<file path="config.mk">
export PLATFORM = sky130hd
export DESIGN_NAME = ex_mem_pipe
export DESIGN_NICKNAME = d
export VERILOG_FILES = /design/src/rtl/cpu_defs_pkg.sv /design/src/rtl/sat_counter.sv /design/src/rtl/ex_mem_pipe.sv
export SDC_FILE = /design/constraint.sdc
export NUM_CORES = 1
export LEC_CHECK = 0
export BUFFER_PORTS_ARGS = -buffer_cell sky130_fd_sc_hd__buf_2
export CORE_AREA = 2 2 142 144
export CTS_CLUSTER_DIAMETER = 150
export DETAILED_ROUTE_END_ITERATION = 16
export DIE_AREA = 0 0 144 146
export GPL_TIMING_DRIVEN = 0
export HOLD_SLACK_MARGIN = 0.1
export PLACE_DENSITY = 0.7
export SYNTH_ARGS = -nofsm -noshare
export SYNTH_HDL_FRONTEND = slang
export SYNTH_SLANG_ARGS = --single-unit
export TNS_END_PERCENT = 100
</file>
<file path="constraint.sdc">
create_clock -name clk -period 15 [get_ports clk]
set_input_delay 0 -clock clk [delete_from_list [all_inputs] [get_ports clk]]
set_output_delay 0 -clock clk [all_outputs]
set_load 0.1 [all_outputs]
</file>
<file path="src/rtl/cpu_defs_pkg.sv">
// Shared definitions for the MIPS32 pipeline registers: bubble constants
// and the set of actions a pipeline register can take in one cycle.
package cpu_defs;

    // Values written into a stage register to turn it into a bubble
    localparam logic [31:0] ZeroWord     = 32'h0000_0000;
    localparam logic [4:0]  NOPRegAddr   = 5'b00000;
    localparam logic        WriteDisable = 1'b0;

    // One action per cycle, listed in priority order
    typedef enum logic [1:0] {
        ACT_FLUSH  = 2'd0,
        ACT_HOLD   = 2'd1,
        ACT_BUBBLE = 2'd2,
        ACT_PASS   = 2'd3
    } action_e;

endpackage

</file>
<file path="src/rtl/sat_counter.sv">
// Saturating up-counter with synchronous clear; clear beats increment.
module sat_counter #(
    parameter int W = 16
) (
    input  logic         clk,
    input  logic         rst,
    input  logic         inc_i,
    input  logic         clr_i,
    output logic [W-1:0] cnt_o
);

    logic [W-1:0] cnt_q;
    logic [W-1:0] cnt_d;

    // Next count: clear first, otherwise step unless already at all-ones
    always_comb begin
        cnt_d = cnt_q;
        if (clr_i) begin
            cnt_d = '0;
        end else if (inc_i && (cnt_q != {W{1'b1}})) begin
            cnt_d = cnt_q + W'(1);
        end
    end

    // Count register, cleared asynchronously
    always_ff @(posedge clk or posedge rst) begin
        if (rst) begin
            cnt_q <= '0;
        end else begin
            cnt_q <= cnt_d;
        end
    end

    assign cnt_o = cnt_q;

endmodule

</file>
<file path="src/rtl/ex_mem_pipe.sv">
// EX/MEM pipeline register with flush/stall handling, HI/LO fields,
// multi-cycle (madd/msub) partial-result feedback and a bubble counter.
module ex_mem_pipe
    import cpu_defs::*;
#(
    parameter int DATA_W = 32,
    parameter int ADDR_W = 5,
    parameter int CNT_W  = 2,
    parameter int STAT_W = 16
) (
    input  logic                clk,
    input  logic                rst,
    input  logic                stall_ex,
    input  logic                stall_mem,
    input  logic                flush,
    input  logic                ex_valid,
    input  logic [ADDR_W-1:0]   ex_wd,
    input  logic                ex_wreg,
    input  logic [DATA_W-1:0]   ex_wdata,
    input  logic                ex_whilo,
    input  logic [DATA_W-1:0]   ex_hi,
    input  logic [DATA_W-1:0]   ex_lo,
    input  logic [2*DATA_W-1:0] ex_hilo_temp,
    input  logic [CNT_W-1:0]    ex_cnt,
    input  logic                clr_stat,
    output logic                mem_valid,
    output logic [ADDR_W-1:0]   mem_wd,
    output logic                mem_wreg,
    output logic [DATA_W-1:0]   mem_wdata,
    output logic                mem_whilo,
    output logic [DATA_W-1:0]   mem_hi,
    output logic [DATA_W-1:0]   mem_lo,
    output logic [2*DATA_W-1:0] hilo_temp_o,
    output logic [CNT_W-1:0]    cnt_o,
    output logic [STAT_W-1:0]   bubble_cnt
);

    action_e             action;
    logic                valid_q, valid_d;
    logic [ADDR_W-1:0]   wd_q, wd_d;
    logic                wreg_q, wreg_d;
    logic [DATA_W-1:0]   wdata_q, wdata_d;
    logic                whilo_q, whilo_d;
    logic [DATA_W-1:0]   hi_q, hi_d;
    logic [DATA_W-1:0]   lo_q, lo_d;
    logic [2*DATA_W-1:0] temp_q, temp_d;
    logic [CNT_W-1:0]    cnt_q, cnt_d;

    // Priority decode; stall_mem alone (never issued) falls into HOLD
    always_comb begin
        action = ACT_PASS;
        if (flush) begin
            action = ACT_FLUSH;
        end else if (stall_mem) begin
            action = ACT_HOLD;
        end else if (stall_ex) begin
            action = ACT_BUBBLE;
        end
    end

    // Next-state of the MEM fields and the multi-cycle feedback registers
    always_comb begin
        valid_d = valid_q;
        wd_d    = wd_q;
        wreg_d  = wreg_q;
        wdata_d = wdata_q;
        whilo_d = whilo_q;
        hi_d    = hi_q;
        lo_d    = lo_q;
        temp_d  = temp_q;
        cnt_d   = cnt_q;
        if (action == ACT_FLUSH || action == ACT_BUBBLE) begin
            valid_d = WriteDisable;
            wd_d    = ADDR_W'(NOPRegAddr);
            wreg_d  = WriteDisable;
            wdata_d = DATA_W'(ZeroWord);
            whilo_d = WriteDisable;
            hi_d    = DATA_W'(ZeroWord);
            lo_d    = DATA_W'(ZeroWord);
        end
        case (action)
            ACT_FLUSH: begin
                temp_d = '0;
                cnt_d  = '0;
            end
            ACT_BUBBLE: begin
                // Keep the partial result so EX can continue next cycle
                temp_d = ex_hilo_temp;
                cnt_d  = ex_cnt;
            end
            ACT_PASS: begin
                valid_d = ex_valid;
                wd_d    = ex_wd;
                wreg_d  = ex_wreg;
                wdata_d = ex_wdata;
                whilo_d = ex_whilo;
                hi_d    = ex_hi;
                lo_d    = ex_lo;
                temp_d  = '0;
                cnt_d   = '0;
            end
            default: ;
        endcase
    end

    // Stage registers, cleared asynchronously
    always_ff @(posedge clk or posedge rst) begin
        if (rst) begin
            valid_q <= 1'b0;
            wd_q    <= '0;
            wreg_q  <= 1'b0;
            wdata_q <= '0;
            whilo_q <= 1'b0;
            hi_q    <= '0;
            lo_q    <= '0;
            temp_q  <= '0;
            cnt_q   <= '0;
        end else begin
            valid_q <= valid_d;
            wd_q    <= wd_d;
            wreg_q  <= wreg_d;
            wdata_q <= wdata_d;
            whilo_q <= whilo_d;
            hi_q    <= hi_d;
            lo_q    <= lo_d;
            temp_q  <= temp_d;
            cnt_q   <= cnt_d;
        end
    end

    // Only inserted bubbles are counted; flush cycles are not
    sat_counter #(.W(STAT_W)) u_bubble_cnt (
        .clk   (clk),
        .rst   (rst),
        .inc_i (action == ACT_BUBBLE),
        .clr_i (clr_stat),
        .cnt_o (bubble_cnt)
    );

    assign mem_valid   = valid_q;
    assign mem_wd      = wd_q;
    assign mem_wreg    = wreg_q;
    assign mem_wdata   = wdata_q;
    assign mem_whilo   = whilo_q;
    assign mem_hi      = hi_q;
    assign mem_lo      = lo_q;
    assign hilo_temp_o = temp_q;
    assign cnt_o       = cnt_q;

endmodule

</file>
==> results.py, run 1 <==
metrics = {
    "run_status": {
        "status": "finished clean",
    },
    "synth": {
        "synth_area_leaders": "dfrtp_1 62%, nand2_1 17%, nand3_1 12%",
        "syn_area_per_cell_um2": 8.97,
        "yosysSeqAreaShare_pct": 61.6,
        "ys_ff_latch": 186,
        "netlist_area_um2": 7550,
        "yosysTopAreaCellShare_pct": 61.6,
        "synth_fp_nets": 1021,
        "ys_types": 31,
        "yosysTopAreaCell": "dfrtp_1",
        "syn_inst": 842,
        "ys.warnings.count": 0,
    },
    "placed_design": {
        "port-buffer-count": 361,
        "hpwl_um": 17400,
        "place_ws_ps": 12880,
        "place.gp.congestion": 0.866,
    },
    "power": {
        "power.total_mw": 1.36,
        "power.internal_mw": 0.872,
        "peakVddDrop_v": 0.0000793,
        "cellLeakagePower_nw": 6.85,
        "power_density_nw_per_um2": 113,
        "p_seq_share_pct": 39.6,
        "switching_share_pct": 36.1,
        "combPwrFrac_pct": 25.7,
        "clkPwrFrac_pct": 34.7,
        "power_switching_mw": 0.492,
    },
    "setup_path": {
        "endpoint_kind": "register",
        "crit_path_start_kind": "register",
        "crit_fanout": 5,
        "crit_arrival_ps": 2200,
        "r2r_slack_ps": 13150,
        "cp.required_ps": 15350,
        "crit_type": "register to register",
    },
    "sta": {
        "rsz0062_at_grt": "false",
        "holdWs_ps": 283,
        "fin_ws_ps": 13150,
        "finalHoldViolCount": 0,
        "slew_violations": 0,
        "fin_crit_ps": 1850,
        "max_freq_ghz": 0.540,
        "slew_headroom_pct": 46.6,
        "worst-slew-pin-transition_ps": 801,
        "fin_skew_ps": 11.7,
        "finalSetupViolations": 0,
        "tns_ps": 0,
        "fin_crit_sh_pct": 12.3,
    },
    "finish": {
        "layout_common_cells": "362 x buf_2, 347 x nand2_1, 186 x dfrtp_1",
        "nNetsFinal": 1574,
        "n_antenna_cell": 0,
        "drive_above_1_share_pct": 28.6,
        "layout_commonest_cell": "buf_2",
        "syn2layout_area_growth_pct": 59.7,
    },
    "global_route": {
        "grt_pass1_wl_um": 42300,
        "track_usage_pct": 25.4,
        "grt_max_degree": 111,
        "overflow": 0,
        "grt_pass1_vias": 8437,
        "antenna_found_initial": 0,
    },
    "detailed_routing": {
        "totalWireLength_um": 26600,
        "vias": 8160,
        "drt-wirelength-per-cell_um": 15.9,
        "firstDrtPassIters": 5,
        "viasPerCell": 4.88,
        "drt-initial-drc-count": 362,
        "ant_nets": 0,
        "drc": 0,
    },
    "die": {
        "rows": 51,
        "die-area_um2": 21000,
        "die_h_um": 146,
        "io_pins": 362,
        "die_w_um": 144,
        "core-area_um2": 19300,
        "initial_utilization_pct": 39.1,
    },
    "clock_network": {
        "cts-buffers-inserted": 17,
        "ctsLongestPathBuffers": 2,
        "worstSkewPairLatency_ps": 420,
        "root_buffer": "clkbuf_16",
        "htreeDepth": 4,
        "numClockSinks": 186,
        "cts_tree": "done",
        "clk_pin_slew_ps": 70,
    },
    "worst_hold_path": {
        "min_path_type": "primary input to asynchronous set/reset pin",
    },
    "run": {
        "maxCapViolations": 0,
    },
}
[sequential cells by signal, summed over array words and instances, names as in the netlist]
name                flops
mem_hi                 32
u_bubble_cnt.cnt_o     16
mem_lo                 32
mem_wd                  5
mem_wdata              32
hilo_temp_o            64
cnt_o                   2
mem_valid               1
mem_whilo               1
mem_wreg                1
[cell families after synthesis]
family,synth area share (%)
DFF,61.6
adders and majority gates,0.497
AOI/OAI and AO/OA,1.84
buffers and inverters,3.20
and+or+nand+nor,32.2
muxes,0.696
[metal layers]
metal  wire length [µm]  part of all wire, %  up-vias  global-route usage (%)
met5                  0                    0        -                       0
met4               1010                  3.8        0                    11.7
met1              10400                   39     3865                    29.8
li1                   -                    -     3874                       -
met3               1640                  6.2       74                    5.23
met2              13600                   51      347                    44.2
[cells in the mapped netlist]
master and n:
or3_1 2, o21ai_0 8, and4_2 1, nor3_1 3
buf_1 13, inv_1 5, o41ai_1 1, and3_1 1
nand4_1 2, nand2b_1 4, nand4_2 1, o31ai_1 3
nor2b_1 5, nor4_1 4, a211oi_1 1, dfrtp_1 186
mux2_2 2, a2111o_1 1, nand3_1 176, clkbuf_1 45
nand2_1 347, mux2i_1 3, a41oi_1 1, ha_1 3
a21oi_1 8, or3_2 1, buf_2 1, or4_1 3
nor2_1 9, or4_4 1, nand4_4 1
[metrics by stage]
stage | std cells | utilization, % | area (µm²)
floorplan | 842 | - | 7550
global placement | 1468 | 50.1 | 9690
detailed placement | 1469 | 50.3 | 9730
CTS | 1672 | 62.4 | 12100
global route | 1672 | 62.4 | 12100
finish | 1672 | 62.4 | 12100
[final cells by class]
class                      instances  area, µm²
buffer                            59        223
clock buffer                      17        425
clock inverter                    14        186
fill                            1590       7270
inverter                           5       26.3
multi-input combinational        592       2660
sequential                       186       4650
tap                              265        332
timing repair buffer             534       3560
[power groups by stage]
| stage | registers [mW] | clock network [mW] | logic, mW |
|---|---|---|---|
| after CTS | 0.539 | 0.482 | 0.348 |
| after detailed placement | 0.548 | 0 | 0.313 |
| final | 0.540 | 0.474 | 0.350 |
| after global placement | 0.548 | 0 | 0.309 |
| after floorplan | 0.734 | 0 | 0.0504 |
| after global routing | 0.543 | 0.505 | 0.367 |
[critical path, cell delays in order, from the launching register on]
cell and delay (ps):
dfrtp_1 470, ha_1 280, and3_1 230, nand3_1 200, or4_1 450, a21oi_1 150
[what timing repair did]
item | in CTS | in global routing
endpoints found under the hold margin | 281 | 0
setup endpoints to repair | 0 | 0
buffers inserted | 0 | 0
hold buffers | 172 | 0
resized for setup | 0 | 0
[worst paths after layout]
| kind | startpoint | end | depth (start not counted) |
|---|---|---|---|
| max | u_bubble_cnt.cnt_o[1] | u_bubble_cnt.cnt_o[14] | 5 |
| min | rst | mem_lo[10] | 3 |
| max reg2reg | u_bubble_cnt.cnt_o[1] | u_bubble_cnt.cnt_o[14] | 5 |
| min reg2reg | mem_wd[2] | mem_wd[2] | 2 |
| max in group asynchronous | rst | hilo_temp_o[30] | 4 |
| min in group clk | stall_mem | u_bubble_cnt.cnt_o[2] | 5 |
Note: power is estimated with default switching activity, not from simulation.
==> run 2: changes to the inputs <==
--- a/config.mk
+++ b/config.mk
@@ -6,13 +6,13 @@
 export NUM_CORES = 1
 export LEC_CHECK = 0
 export BUFFER_PORTS_ARGS = -buffer_cell sky130_fd_sc_hd__buf_2
-export CORE_AREA = 2 2 142 144
+export CORE_AREA = 2 2 139 141
 export CTS_CLUSTER_DIAMETER = 150
 export DETAILED_ROUTE_END_ITERATION = 16
-export DIE_AREA = 0 0 144 146
+export DIE_AREA = 0 0 141 143
 export GPL_TIMING_DRIVEN = 0
 export HOLD_SLACK_MARGIN = 0.1
-export PLACE_DENSITY = 0.7
+export PLACE_DENSITY = 0.73
 export SYNTH_ARGS = -nofsm -noshare
 export SYNTH_HDL_FRONTEND = slang
 export SYNTH_SLANG_ARGS = --single-unit
==> constraint.sdc (replaced) <==
create_clock -name clk -period 1.9 [get_ports clk]
set_input_delay 0 -clock clk [delete_from_list [all_inputs] [get_ports clk]]
set_output_delay 0 -clock clk [all_outputs]
set_load 0.1 [all_outputs]
==> run 2 against run 1 <==
  * Clock-buffer cell count stayed put
  * Global-route usage rose by 1.6 points
  * Core utilization rose by 2.9 points
  * Setup slack got worse by 13000 ps
  * Via count is 1.9% higher
  * Hold slack got worse by 1.9 ps
  * Die area down 4.1%
  * First-iteration DRC count rose by 15%
  * Critical path type unchanged
==> results.py, run 2 (synthesis gave the netlist of run 1 again) <==
metrics = {
    "run_status": {
        "status": "finished clean",
    },
    "setup_path": {
        "r2r_cells": 4,
        "crit_arrival_ps": 2150,
        "crit_fanout": 10,
        "crit_buf_inv": 0,
        "path_cells": "nand4_4 > or4_4 > a2111o_1 > nand2_1",
        "crit_path_top_delay_cell": "or4_4",
        "cpPeakStageDelay_ps": 560,
        "cp.required_ps": 2270,
        "crit_type": "register to register",
        "r2r_slack_ps": 110,
        "rr_endpoint": "u_bubble_cnt.cnt_o[15]",
        "crit_path_start_kind": "register",
        "timing.rr.start": "u_bubble_cnt.cnt_o[2]",
        "critPathTopFamily": "simple AND/OR/NAND/NOR gates",
        "endpoint_kind": "register",
    },
    "sta": {
        "finalHoldViolCount": 0,
        "slew_headroom_pct": 51.0,
        "fin_crit_ps": 1790,
        "rsz0062_at_grt": "false",
        "max_freq_ghz": 0.559,
        "slew_violations": 0,
        "fin_crit_sh_pct": 94.1,
        "tns_ps": 0,
        "holdWs_ps": 281,
        "finalSetupViolations": 0,
        "worst-slew-pin-transition_ps": 735,
        "fin_skew_ps": 9.11,
    },
    "finish": {
        "n_antenna_cell": 0,
        "drive_above_1_share_pct": 29.2,
        "n_fill_cell": 1414,
        "largest_reg_flops": 64,
        "syn2layout_area_growth_pct": 60.7,
        "finalNonFillerCells": 1649,
        "layout_common_cells": "361 x buf_2, 347 x nand2_1, 184 x dfrtp_1",
        "nNetsFinal": 1582,
        "final_area_um2": 12100,
        "layout_commonest_cell": "buf_2",
    },
    "die": {
        "die_h_um": 143,
        "io_pins": 362,
        "core-area_um2": 18600,
        "initial_utilization_pct": 40.7,
        "die_w_um": 141,
        "die-area_um2": 20200,
        "rows": 50,
    },
    "worst_hold_path": {
        "hp-start": "stall_mem",
        "min_path_type": "primary input to register",
        "holdPathEnd": "u_bubble_cnt.cnt_o[2]",
        "hold-path-cell-count": 5,
    },
    "placed_design": {
        "dp.cells": 1442,
        "port-buffer-count": 361,
        "place.gp.congestion": 0.838,
        "hpwl_um": 17700,
        "place_area_um2": 9760,
    },
    "power": {
        "power.total_mw": 10.8,
        "power_density_nw_per_um2": 888,
        "peakVddDrop_v": 0.000635,
        "cellLeakagePower_nw": 6.88,
    },
    "global_route": {
        "grt_pass1_vias": 8651,
        "grt_pass1_wl_um": 43100,
        "grt_max_degree": 42,
        "antenna_found_initial": 0,
        "track_usage_pct": 27.0,
        "overflow": 0,
    },
    "clock_network": {
        "htreeDepth": 4,
        "ctsLongestPathBuffers": 2,
        "numClockSinks": 186,
        "worstSkewPairLatency_ps": 430,
        "cts_tree": "done",
        "clk_pin_slew_ps": 70,
        "cts-buffers-inserted": 17,
        "root_buffer": "clkbuf_16",
    },
    "detailed_routing": {
        "drt-wirelength-per-cell_um": 16.6,
        "drt-initial-drc-count": 416,
        "firstDrtPassIters": 5,
        "totalWireLength_um": 27400,
        "drc": 0,
        "viasPerCell": 5.04,
        "vias": 8314,
        "ant_nets": 0,
    },
    "run": {
        "maxCapViolations": 0,
    },
}
run 2: changes by cell type in the layout (fill, tap and decap cells not counted), sizes merged:
cell / change
inv: -1
dlygate4sd3: +1
clkinvlp: +1
buf: +7
run 2: cell type report:
type | count | area (µm²) | area share, %
plain buffers | 59 | 225 | 1.86
repair buffers | 542 | 3660 | 30.2
inverters | 5 | 22.5 | 0.186
well taps | 234 | 293 | 2.41
flip-flops and latches | 186 | 4660 | 38.4
clock inverters | 14 | 186 | 1.54
clock buffers | 17 | 425 | 3.50
multi-input cells | 592 | 2670 | 22.0
run 2: worst reg2reg max path, delay by kind of cell (launching register included):
family,cells,cell delay (ps)
DFF,1,530
and+or+nand+nor,3,850
AOI/OAI and AO/OA,1,350
run 2: metrics by stage:
stage / util, % / setup slack (ps)
floorplan: - / -493
global placement: 52.0 / -1680
detailed placement: 52.5 / -188
CTS: 65.1 / 61.7
global route: 65.3 / 35.3
finish: 65.3 / 112
run 2: report_power, final:
group,total [mW],switching (mW),internal (mW)
logic,2.79,2.15,0.642
registers,4.27,0.111,4.16
clock network,3.72,1.62,2.10
total,10.8,3.88,6.90
run 2: worst max path at each step:
stage / slack, ps / end / startpoint / cells past startpoint
2_1_floorplan: -490 / cnt_o[0] / rst / 1
6_report: 110 / u_bubble_cnt.cnt_o[15] / u_bubble_cnt.cnt_o[2] / 4
3_5_place_dp: -190 / mem_wdata[31] / stall_mem / 9
4_1_cts: 60 / u_bubble_cnt.cnt_o[14] / u_bubble_cnt.cnt_o[0] / 5
5_1_grt: 40 / mem_lo[31] / stall_mem / 9
3_3_place_gp: -1680 / hilo_temp_o[17] / rst / 2
run 2: metal layers:
layer	part of all wire [%]	global-route usage [%]	wire, µm
met1	37	30.7	10200
met5	0	0	0
met4	4.3	12.7	1190
met3	6.6	6.67	1820
met2	52	47.9	14200
run 2: timing repair:
action	in CTS	in global routing
buffers inserted	0	3
hold buffers	173	0
setup endpoints to repair	0	6
hold endpoints to repair	284	0
gates resized for setup	0	6
==> run 3: changes to the inputs <==
--- a/config.mk
+++ b/config.mk
@@ -6,14 +6,16 @@
 export NUM_CORES = 1
 export LEC_CHECK = 0
 export BUFFER_PORTS_ARGS = -buffer_cell sky130_fd_sc_hd__buf_2
-export CORE_AREA = 2 2 139 141
+export CORE_AREA = 2 2 142 144
 export CTS_CLUSTER_DIAMETER = 150
+export CTS_CLUSTER_SIZE = 28
 export DETAILED_ROUTE_END_ITERATION = 16
-export DIE_AREA = 0 0 141 143
+export DIE_AREA = 0 0 144 146
 export GPL_TIMING_DRIVEN = 0
 export HOLD_SLACK_MARGIN = 0.1
-export PLACE_DENSITY = 0.73
+export PLACE_DENSITY = 0.77
 export SYNTH_ARGS = -nofsm -noshare
 export SYNTH_HDL_FRONTEND = slang
+export SYNTH_HIERARCHICAL = 1
 export SYNTH_SLANG_ARGS = --single-unit
 export TNS_END_PERCENT = 100
==> run 3 against run 2 <==
  * Sequential power about the same
  * Setup slack worse by 100 ps
  * Hold slack lost 130 ps
  * Largest power group unchanged
  * Non-clock buffer count grew 15
  * Critical path type unchanged
  * Clock-buffer cell count grew 1
  * Flip-flop and latch count stayed put
==> results.py, run 3 <==
metrics = {
    "synth": {
        "ys.warnings.count": 6,
        "synth_fp_nets": 1044,
        "ys.flop_type": "dfrtp_1",
        "yosysTopAreaCellShare_pct": 52.5,
        "yosysSeqAreaShare_pct": 52.5,
        "syn_inst": 865,
        "ys_ff_latch": 186,
        "async_reset_ff_share_pct": 100,
        "synth_area_leaders": "dfrtp_1 53%, nand3b_1 14%, o21ai_2 9.0%",
        "synth_edf_count": 0,
        "netlist_top_cells_count": "186 x dfrtp_1, 176 x nand2_1, 170 x nand3b_1",
        "yosysTopAreaCell": "dfrtp_1",
        "ys_types": 38,
        "synth.most_common_cell": "dfrtp_1",
        "netlist_area_um2": 8860,
        "syn_area_per_cell_um2": 10.2,
    },
    "finish": {
        "syn2layout_area_growth_pct": 52.5,
        "largest_reg_flops": 64,
        "nNetsFinal": 1599,
        "final_area_um2": 13500,
        "drive_above_1_share_pct": 40.1,
        "layout_commonest_cell": "buf_2",
        "finalNonFillerCells": 1702,
        "layout_common_cells": "393 x buf_2, 176 x nand2_1, 172 x dlygate4sd3_1",
        "n_fill_cell": 1386,
    },
    "setup_path": {
        "critPathTopFamily": "simple AND/OR/NAND/NOR gates",
        "cp.required_ps": 2250,
        "crit_path_start_kind": "register",
        "crit_fanout": 7,
        "path_cells": "nand4_1 > or4_4 > or4_1 > a21oi_1",
        "cpPeakStageDelay_ps": 580,
        "crit_path_top_delay_cell": "or4_4",
        "endpoint_kind": "register",
        "crit_type": "register to register",
        "crit_buf_inv": 0,
        "crit_arrival_ps": 2240,
    },
    "die": {
        "io_pins": 362,
        "rows": 51,
        "initial_utilization_pct": 45.8,
        "die_w_um": 144,
        "core-area_um2": 19300,
        "die_h_um": 146,
        "die-area_um2": 21000,
    },
    "sta": {
        "worst-slew-pin-transition_ps": 634,
        "slew_headroom_pct": 57.7,
        "fin_skew_ps": 9.08,
        "fin_crit_sh_pct": 99.6,
        "finalSetupViolations": 0,
        "slew_violations": 0,
        "tns_ps": 0,
        "finalHoldViolCount": 0,
        "max_freq_ghz": 0.529,
        "rsz0062_at_grt": "true",
        "fin_crit_ps": 1890,
    },
    "clock_network": {
        "root_buffer": "clkbuf_16",
        "worstSkewPairLatency_ps": 420,
        "clk_pin_slew_ps": 70,
        "ctsLongestPathBuffers": 2,
        "cts_tree": "done",
        "numClockSinks": 186,
        "cts-buffers-inserted": 17,
        "post_cts.repair.setup_buffers": 0,
        "htreeDepth": 4,
    },
    "global_route": {
        "grt_pass1_vias": 9513,
        "grt_pass1_wl_um": 50300,
        "grt_max_degree": 40,
        "overflow": 0,
        "track_usage_pct": 30.6,
        "antenna_found_initial": 5,
    },
    "run": {
        "maxCapViolations": 0,
    },
    "worst_hold_path": {
        "min_path_type": "primary input to asynchronous set/reset pin",
    },
    "power": {
        "power_density_nw_per_um2": 800,
        "cellLeakagePower_nw": 6.51,
        "peakVddDrop_v": 0.000612,
    },
    "detailed_routing": {
        "drt-wirelength-per-cell_um": 19.2,
        "firstDrtPassIters": 5,
        "viasPerCell": 5.41,
        "ant_nets": 0,
        "totalWireLength_um": 32600,
        "drc": 0,
        "drt-initial-drc-count": 538,
        "vias": 9210,
    },
    "placed_design": {
        "dp.cells": 1495,
        "place.gp.congestion": 0.866,
        "port-buffer-count": 360,
        "hpwl_um": 21100,
        "place_area_um2": 11200,
    },
    "run_status": {
        "status": "finished clean",
    },
}
run 3: repair_timing:
| action | in CTS | in global routing |
|---|---|---|
| gates resized for setup | 1 | 6 |
| hold buffers | 172 | 0 |
| hold endpoints to repair | 279 | 0 |
| pin swaps | 0 | 1 |
| endpoints found under the setup margin | 3 | 6 |
run 3: power by group:
group | switching [mW] | leakage, nW | total (mW) | internal (mW)
sequential | 0.122 | 2.49 | 4.28 | 4.15
combinational | 2.28 | 3.74 | 3.05 | 0.774
clock | 1.73 | 0.278 | 3.49 | 1.76
run 3: layout make-up:
type	count	area (µm²)	area share [%]
diodes	4	10.0	0.0741
plain buffers	79	544	4.03
clock buffers	18	429	3.18
clock inverters	14	150	1.11
inverters	5	22.5	0.167
multi-input cells	594	3690	27.3
flip-flops and latches	186	4700	34.8
well taps	265	332	2.45
repair buffers	537	3630	26.9
run 3: final timing paths:
check,startpoint,end,slack (ps),cells past startpoint
min reg2reg,mem_wd[0],mem_wd[0],520,2
max,u_bubble_cnt/cnt_o[3],u_bubble_cnt/cnt_o[13],8,4
min in group clk,flush,hilo_temp_o[28],240,4
min,rst,mem_hi[11],150,3
max reg2reg,u_bubble_cnt/cnt_o[3],u_bubble_cnt/cnt_o[13],8,4
max in group asynchronous,rst,cnt_o[1],800,6
run 3: layer usage:
metal  GRT usage, %  routed length [µm]  part of all wire (%)  vias up
met5              0                   0                     0        -
met4           17.4                1860                   5.7        0
met3           6.84                2450                   7.5      120
met2           51.6               16300                    50      472
met1           35.8               12000                    37     4495
li1               -                   -                     -     4123
run 3: worst reg2reg max path, stage by stage, from the launching register on:
cell	delay [ps]
dfrtp_4	450
nand4_1	220
or4_4	580
or4_1	420
a21oi_1	150
run 3: per-stage QoR:
stage | power (mW) | worst slack, ps | util [%] | hold WS (ps)
floorplan | 6.38 | -269 | - | -86.3
global placement | 7.01 | -1460 | 57.3 | 142
detailed placement | 7.06 | -575 | 57.9 | 47.7
CTS | 10.8 | 7.48 | 69.8 | 136
global route | 11.2 | -29.6 | 69.9 | 188
finish | 10.8 | 8.34 | 69.9 | 146
run 3: cell families after synthesis:
| logic type | share of synthesized area (%) |
|---|---|
| buf+inv | 6.26 |
| compound gates | 15.3 |
| flops | 52.5 |
| simple gates | 25.2 |
| fa+ha+maj | 0.424 |
| mux | 0.367 |
